--- src/rtl/hazard_ctrl.sv ---
// Hazard controller for the 5-stage core: load-use bubbles, memory-wait freezes, IF flush, EX forwarding selects.
// Optional HAZARD_PERF_CNT_EN builds saturating stall/flush performance counters.
module hazard_ctrl #(
   parameter int REG_AW        = 3,
   parameter int OPC_W         = 4,
   parameter int LD_OPC        = 10,
   parameter int ST_OPC        = 11,
   parameter int IMM_FIRST_OPC = 9
) (
   input  logic              clk,
   input  logic              rst,
   input  logic [OPC_W-1:0]  id_opcode,
   input  logic [REG_AW-1:0] id_rs1_addr,
   input  logic [REG_AW-1:0] id_rs2_addr,
   input  logic              id_branch_taken,
   input  logic [REG_AW-1:0] ex_op_dest,
   input  logic              ex_wb_en,
   input  logic              ex_wb_mux,
   input  logic [REG_AW-1:0] mem_op_dest,
   input  logic              mem_wb_en,
   input  logic [REG_AW-1:0] wb_op_dest,
   input  logic              wb_wb_en,
   input  logic              mem_busy,
   output logic              stall,
   output logic              freeze_ex,
   output logic              flush_if,
   output logic [1:0]        fwd_sel1,
   output logic [1:0]        fwd_sel2,
   output logic [15:0]       stall_cycles,
   output logic [15:0]       flush_count
);

   localparam logic [OPC_W-1:0] LP_ST_OPC    = OPC_W'(ST_OPC);
   localparam logic [OPC_W-1:0] LP_LD_OPC    = OPC_W'(LD_OPC);
   localparam logic [OPC_W-1:0] LP_IMM_FIRST = OPC_W'(IMM_FIRST_OPC);

   typedef enum logic [1:0] {
      S_RUN     = 2'd0,
      S_LDUSE   = 2'd1,
      S_MEMWAIT = 2'd2
   } state_t;

   state_t r_state;
   state_t w_state_next;

   logic       w_uses_rs1;
   logic       w_uses_rs2;
   logic       w_luh;
   logic       w_stall;
   logic       w_freeze;
   logic       w_flush;
   logic [1:0] w_fwd1;
   logic [1:0] w_fwd2;
   logic [1:0] r_fwd1;
   logic [1:0] r_fwd2;
   logic       w_unused;

   // WB-stage results reach the regfile before ID reads it, so those tags never need a forward.
   assign w_unused = ^{wb_op_dest, wb_wb_en, LP_LD_OPC};

   assign w_uses_rs1 = (id_opcode != '0);
   assign w_uses_rs2 = ((id_opcode != '0) && (id_opcode < LP_IMM_FIRST)) || (id_opcode == LP_ST_OPC);

   assign w_luh = ex_wb_en && ex_wb_mux && (ex_op_dest != '0) &&
                  ((w_uses_rs1 && (ex_op_dest == id_rs1_addr)) ||
                   (w_uses_rs2 && (ex_op_dest == id_rs2_addr)));

   function automatic logic [1:0] fwd_src(
      input logic              used,
      input logic [REG_AW-1:0] src,
      input logic              ex_en,
      input logic              ex_ld,
      input logic [REG_AW-1:0] ex_dst,
      input logic              mem_en,
      input logic [REG_AW-1:0] mem_dst
   );
      logic [1:0] sel;
      sel = 2'd0;
      if (used && (src != '0)) begin
         if (ex_en && !ex_ld && (ex_dst == src)) begin
            sel = 2'd1;
         end else if (mem_en && (mem_dst == src)) begin
            sel = 2'd2;
         end
      end
      return sel;
   endfunction

   assign w_fwd1 = fwd_src(w_uses_rs1, id_rs1_addr, ex_wb_en, ex_wb_mux, ex_op_dest, mem_wb_en, mem_op_dest);
   assign w_fwd2 = fwd_src(w_uses_rs2, id_rs2_addr, ex_wb_en, ex_wb_mux, ex_op_dest, mem_wb_en, mem_op_dest);

   always_ff @(posedge clk or negedge rst) begin
      if (!rst) begin
         r_state <= S_RUN;
      end else begin
         r_state <= w_state_next;
      end
   end

   always_comb begin
      w_state_next = r_state;
      w_stall      = 1'b0;
      w_freeze     = 1'b0;
      w_flush      = 1'b0;
      case (r_state)
         S_RUN: begin
            if (mem_busy) begin
               w_stall      = 1'b1;
               w_freeze     = 1'b1;
               w_state_next = S_MEMWAIT;
            end else if (w_luh) begin
               w_stall      = 1'b1;
               w_state_next = S_LDUSE;
            end else if (id_branch_taken) begin
               w_flush      = 1'b1;
            end
         end
         S_LDUSE: begin
            w_state_next = mem_busy ? S_MEMWAIT : S_RUN;
         end
         S_MEMWAIT: begin
            if (mem_busy) begin
               w_stall  = 1'b1;
               w_freeze = 1'b1;
            end else begin
               w_state_next = S_RUN;
            end
         end
         default: begin
            w_state_next = S_RUN;
         end
      endcase
   end

   assign stall     = rst & w_stall;
   assign freeze_ex = rst & w_freeze;
   assign flush_if  = rst & w_flush;

   // A frozen EX stage keeps its instruction, so the selects hold rather than taking the ID bubble.
   always_ff @(posedge clk or negedge rst) begin
      if (!rst) begin
         r_fwd1 <= 2'd0;
         r_fwd2 <= 2'd0;
      end else if (w_freeze) begin
         r_fwd1 <= r_fwd1;
         r_fwd2 <= r_fwd2;
      end else if (w_stall) begin
         r_fwd1 <= 2'd0;
         r_fwd2 <= 2'd0;
      end else begin
         r_fwd1 <= w_fwd1;
         r_fwd2 <= w_fwd2;
      end
   end

   assign fwd_sel1 = r_fwd1;
   assign fwd_sel2 = r_fwd2;

`ifdef HAZARD_PERF_CNT_EN
   logic [15:0] r_stall_cycles;
   logic [15:0] r_flush_count;

   always_ff @(posedge clk or negedge rst) begin
      if (!rst) begin
         r_stall_cycles <= 16'd0;
         r_flush_count  <= 16'd0;
      end else begin
         if (w_stall && (r_stall_cycles != 16'hFFFF)) begin
            r_stall_cycles <= r_stall_cycles + 16'd1;
         end
         if (w_flush && (r_flush_count != 16'hFFFF)) begin
            r_flush_count <= r_flush_count + 16'd1;
         end
      end
   end

   assign stall_cycles = r_stall_cycles;
   assign flush_count  = r_flush_count;
`else
   assign stall_cycles = 16'd0;
   assign flush_count  = 16'd0;
`endif

endmodule

--- config.mk ---
export PLATFORM = sky130hd
export DESIGN_NAME = hazard_ctrl
export DESIGN_NICKNAME = d
export VERILOG_FILES = /design/src/rtl/hazard_ctrl.sv
export SDC_FILE = /design/constraint.sdc
export NUM_CORES = 1
export LEC_CHECK = 0
export BUFFER_PORTS_ARGS = -buffer_cell sky130_fd_sc_hd__buf_2
export CORE_MARGIN = 1.5
export CORE_UTILIZATION = 30
export DETAILED_ROUTE_END_ITERATION = 12
export PLACE_DENSITY_LB_ADDON = 0.25
export SYNTH_ARGS = -nofsm -noshare
export SYNTH_HDL_FRONTEND = slang
export SYNTH_SLANG_ARGS = --single-unit
--- constraint.sdc ---
create_clock -name clk -period 4 [get_ports clk]
set_input_delay 0.2 -clock clk [delete_from_list [all_inputs] [get_ports clk]]
set_output_delay 0.2 -clock clk [all_outputs]
set_load 0.02 [all_outputs]
## Yosys cells after proc, flatten, opt, wreduce, memory -nomap -nowiden

Cells that the tools add are included.

- Logic and storage cells: 61
- Bits in registers: 6
- Output and inout bits: 39
- Bits of input ports: 27

- Magnitude comparators: 1
- Reductions and logical operators: 23
- Muxes and demuxes: 22
- Equality and inequality tests: 9
- Bitwise logic cells: 3

Operators by type and width:

| cell | count |
|---|---|
| $mux 2 | 12 |
| $logic_and 1x1->1 | 13 |
| $eq 3x3->1 | 4 |
| $reduce_bool 3->1 | 3 |
| $mux 1 | 8 |
| $pmux 2 s3 | 1 |
| $eq 4x4->1 const B | 1 |
| $lt 4x4->1 const B | 1 |
| $reduce_bool 4->1 | 1 |
| $and 1x1->1 | 3 |
| $ne 3x3->1 const B | 1 |
| $eq 2x1->1 const B | 1 |
| $eq 2x2->1 const B | 1 |
| $logic_not 2->1 | 1 |
| $logic_or 1x1->1 | 2 |
| $ne 2x2->1 const B | 1 |
| $pmux 1 s2 | 1 |
| $reduce_and 2->1 | 1 |
| $reduce_or 2->1 | 1 |
| $logic_not 1->1 | 1 |

## Logic depth before layout (Yosys ltp)

- Depth in word-level cells: 10
- Depth in mapped cells: 5

## Least setup slack after synthesis

Ideal clock, no wire load.

- Kind: input -> output
- Start: input port id_opcode[0]
- End: output port stall
- Setup slack: 2.392 ns
- Stages: 5
- Buffers on the path: 0
- Required time: 3.800 ns
- Arrival: 1.408 ns
- Path through: xor2_1 o21a_1 o21ai_0 nand3_1 a21boi_0

- Cells in the longest elaborated chain, start to end: 10

Ends and longest elaborated chain:

| what | line | text |
|---|---|---|
| start, declared | 12 | `input logic [OPC_W-1:0] id_opcode,` |
| $lt 4x4->1 / $reduce_bool 4->1 (equally long branches) | 62, 61 |  |
| $logic_and 1x1->1 | 62 | `assign w_uses_rs2 = ((id_opcode != '0) && (id_opcode < LP_IMM_FIRST)) \|\| (id_opcode == LP_ST_OPC);` |
| $logic_or 1x1->1 | 62 |  |
| $logic_and 1x1->1 | 66 | `(w_uses_rs2 && (ex_op_dest == id_rs2_addr)));` |
| $logic_or 1x1->1 * | 65 | `((w_uses_rs1 && (ex_op_dest == id_rs1_addr)) \|\|` |
| $logic_and 1x1->1 * | 64 | `assign w_luh = ex_wb_en && ex_wb_mux && (ex_op_dest != '0) &&` |
| $mux 1 * | 111 | `end else if (w_luh) begin` |
| $mux 1 * | 107 | `if (mem_busy) begin` |
| $pmux 1 s2 * | 105 | `case (r_state)` |
| $and 1x1->1 * | 135 | `assign stall = rst & w_stall;` |
| end, declared | 24 | `output logic stall,` |

Mark *: on every way between the ends. The rest lies on a longest branch, timed or not.

## Worst setup path in the final report

Ends and elaborated chain as after synthesis.

==> metrics <==
wire per inst 8.71 um; remaining global-route overflow 0; maxcap violations 0; maximum operating frequency a little under 600 MHz; total wire length after detailed routing 1270 um; die width 51.8 um; Total Neg Setup Slack 0 ns; count of final setup violators 0; Synth cell types 25; number of global-route vias before repair ~480; first-pass GRT wire length 1960 um; fraction of the yosys area taken by sequential cells 0.211; unrepaired setup endpoints after global routing no; DR vias 596; number of sinks handled by clock tree synthesis 6; number of pins exceeding their max-slew limit in the final report 0; diode count 0; number of buffers inserted for hold repair after clock tree synthesis 1; Bufs on Longest Clock Path 2; share of post-route cells with drive strength above 1 0.280; syn avg cell area about 8.3 sq um; half-perimeter wire length after detailed placement 1160 um; maximum number of pins on one net before global-route repair 10; Arr. time, crit path 1.52 ns; GPL Wtd Cong 0.686; PostCTS Resize Cnt 0; die outline height approximately 52 um; count of standard-cell rows 17; global routing usage summed across all routing layers 0.0985; Final Hold Vio Count 0; Core ar. 0.00223 sq mm; proportion of netlist area held by the largest area contributor 0.337; drc violations 0; synthesized netlist cell count 86; total clock buffers created by CTS 3; TritonCTS clock tree done; worst hold path type input port to flip-flop; share of the clock period used by the worst path 0.430; leading cell types by total area after synthesis buf_4, dfrtp_1, xnor2_1; cell area power density 244 mW/mm^2; critical path launch point type input port; EDFF count, synth 0; final layout net count 147; outcome finished, final reports clean; worst-path maximum fanout 3; CTS root buffer clkbuf_4; number of flip-flops and latches in the synthesized netlist 6; antenna-violating nets left 0; number of H-tree levels 1; final worst path period need 1.72 ns; number of antenna violations at the first check in global routing 0; area delta synth->final 12.5%; initial detailed-routing violation count 8; netlist area before placement 713 sq um; Skew-Pair Late Insertion Delay 0.24 ns; cell taking the most area after synthesis buf_4; Setup Crit Path Kind input port to primary output; commonest register cell after synthesis dfrtp_1; DR pass1 iterations 4; Worst Setup End Kind primary output; die footprint between 0.002 and 0.003 sq mm; Via density 4.08; clock skew 0.00307 ns; register clock-pin slew on the reported worst setup and hold paths ~0.04 ns; initial cell density of the core 0.319; Static Leak approximately 0.42 nW; Post-CTS Setup Inserts 0; IO Count 66; Final Total Pwr 0.196 mW; async set-reset flop share out of synthesis 1.00; Port-buffer cells 29; peak ir drop on the vdd network 0.0999 mV; required time worst endpoint 3.80 ns; synthesis warning total 0
cell usage after synthesis (all sizes together) (2+ instances only):
cell type  number
a32o            2
nor2            4
dfrtp           6
nand3           5
buf            32
a21boi          2
nand2           2
nor3            4
xnor2          12
o31ai           2
final timing paths:
kind | startpoint | to | slack (ns) | depth (start not counted)
setup / recovery | id_opcode[0] | stall | 2.28 | 7
hold / removal | mem_wb_en | fwd_sel1[1] | 0.22 | 2
setup reg to reg | r_state[0] | fwd_sel2[1] | 2.55 | 4
hold reg to reg | fwd_sel1[0] | fwd_sel1[0] | 0.47 | 2
max in group asynchronous | rst | r_state[1] | 3.50 | 2
min in group asynchronous | rst | fwd_sel1[1] | 0.33 | 2
registers in the layout, summed over array words and instances, names as in the netlist:
signal and flops:
fwd_sel2 2, r_state 2, fwd_sel1 2
through the flow:
stage / hold WS, ns / cell area (sq um) / instances / util / setup WS [ns]
after floorplan: -0.0956 / 830 / 117 / - / 2.39
after global placement: 0.0451 / 769 / 142 / 0.345 / 2.29
after detailed placement: 0.0482 / 769 / 142 / 0.345 / 2.27
after CTS: 0.215 / 802 / 146 / 0.359 / 2.27
after global routing: 0.217 / 802 / 146 / 0.359 / 2.06
final: 0.221 / 802 / 146 / 0.359 / 2.28
critical path, stage by stage:
cell and delay [ns]:
buf_2 0.11, xor2_1 0.15, o21a_1 0.18, o21ai_0 0.32, nand3_1 0.18, a21boi_0 0.19, buf_2 0.18
power breakdown:
group	internal (mW)	total [mW]	leakage, nW	switching [mW]
Combinational	0.0254	0.0786	0.325	0.0532
Clock	0.0338	0.0535	0.0138	0.0197
Sequential	0.0629	0.0640	0.0810	0.00111
Total	0.122	0.196	0.420	0.0740
cell usage in the layout (no fill, tap or decap), types with 2 or more instances in the layout:
master / instances
buf_2: 29
nand3_1: 5
nor2_1: 4
o31ai_1: 2
dfrtp_1: 6
a32o_1: 2
nand2_1: 2
conb_1: 32
a21boi_0: 2
nor3_1: 4
clkbuf_4: 3
xnor2_1: 12
per-layer routing:
metal,global-route usage,vias up,share of wire
met5,0,-,0
met4,0.0526,0,0.0047
met3,0.0201,2,0.13
met2,0.150,43,0.43
met1,0.130,257,0.43
li1,-,294,-
logic make-up (layout without fill, tap and decap cells):
| group | Yosys count | after routing | share of synthesized area |
|---|---|---|---|
| buf+inv | 33 | 34 | 0.342 |
| simple gates | 22 | 22 | 0.163 |
| xor+xnor | 13 | 13 | 0.160 |
| compound gates | 11 | 11 | 0.119 |
| flops | 6 | 6 | 0.211 |
| other cells | 1 | 32 | 0.00526 |
final cells by class:
cell class	count	area, sq um
sequential	6	150
inverter	1	3.75
clock buffer	3	22.5
timing repair buffer	30	155
multi-input combinational	78	435
tap	28	35.0
fill	250	1430
(Power assumes the default switching activity.)
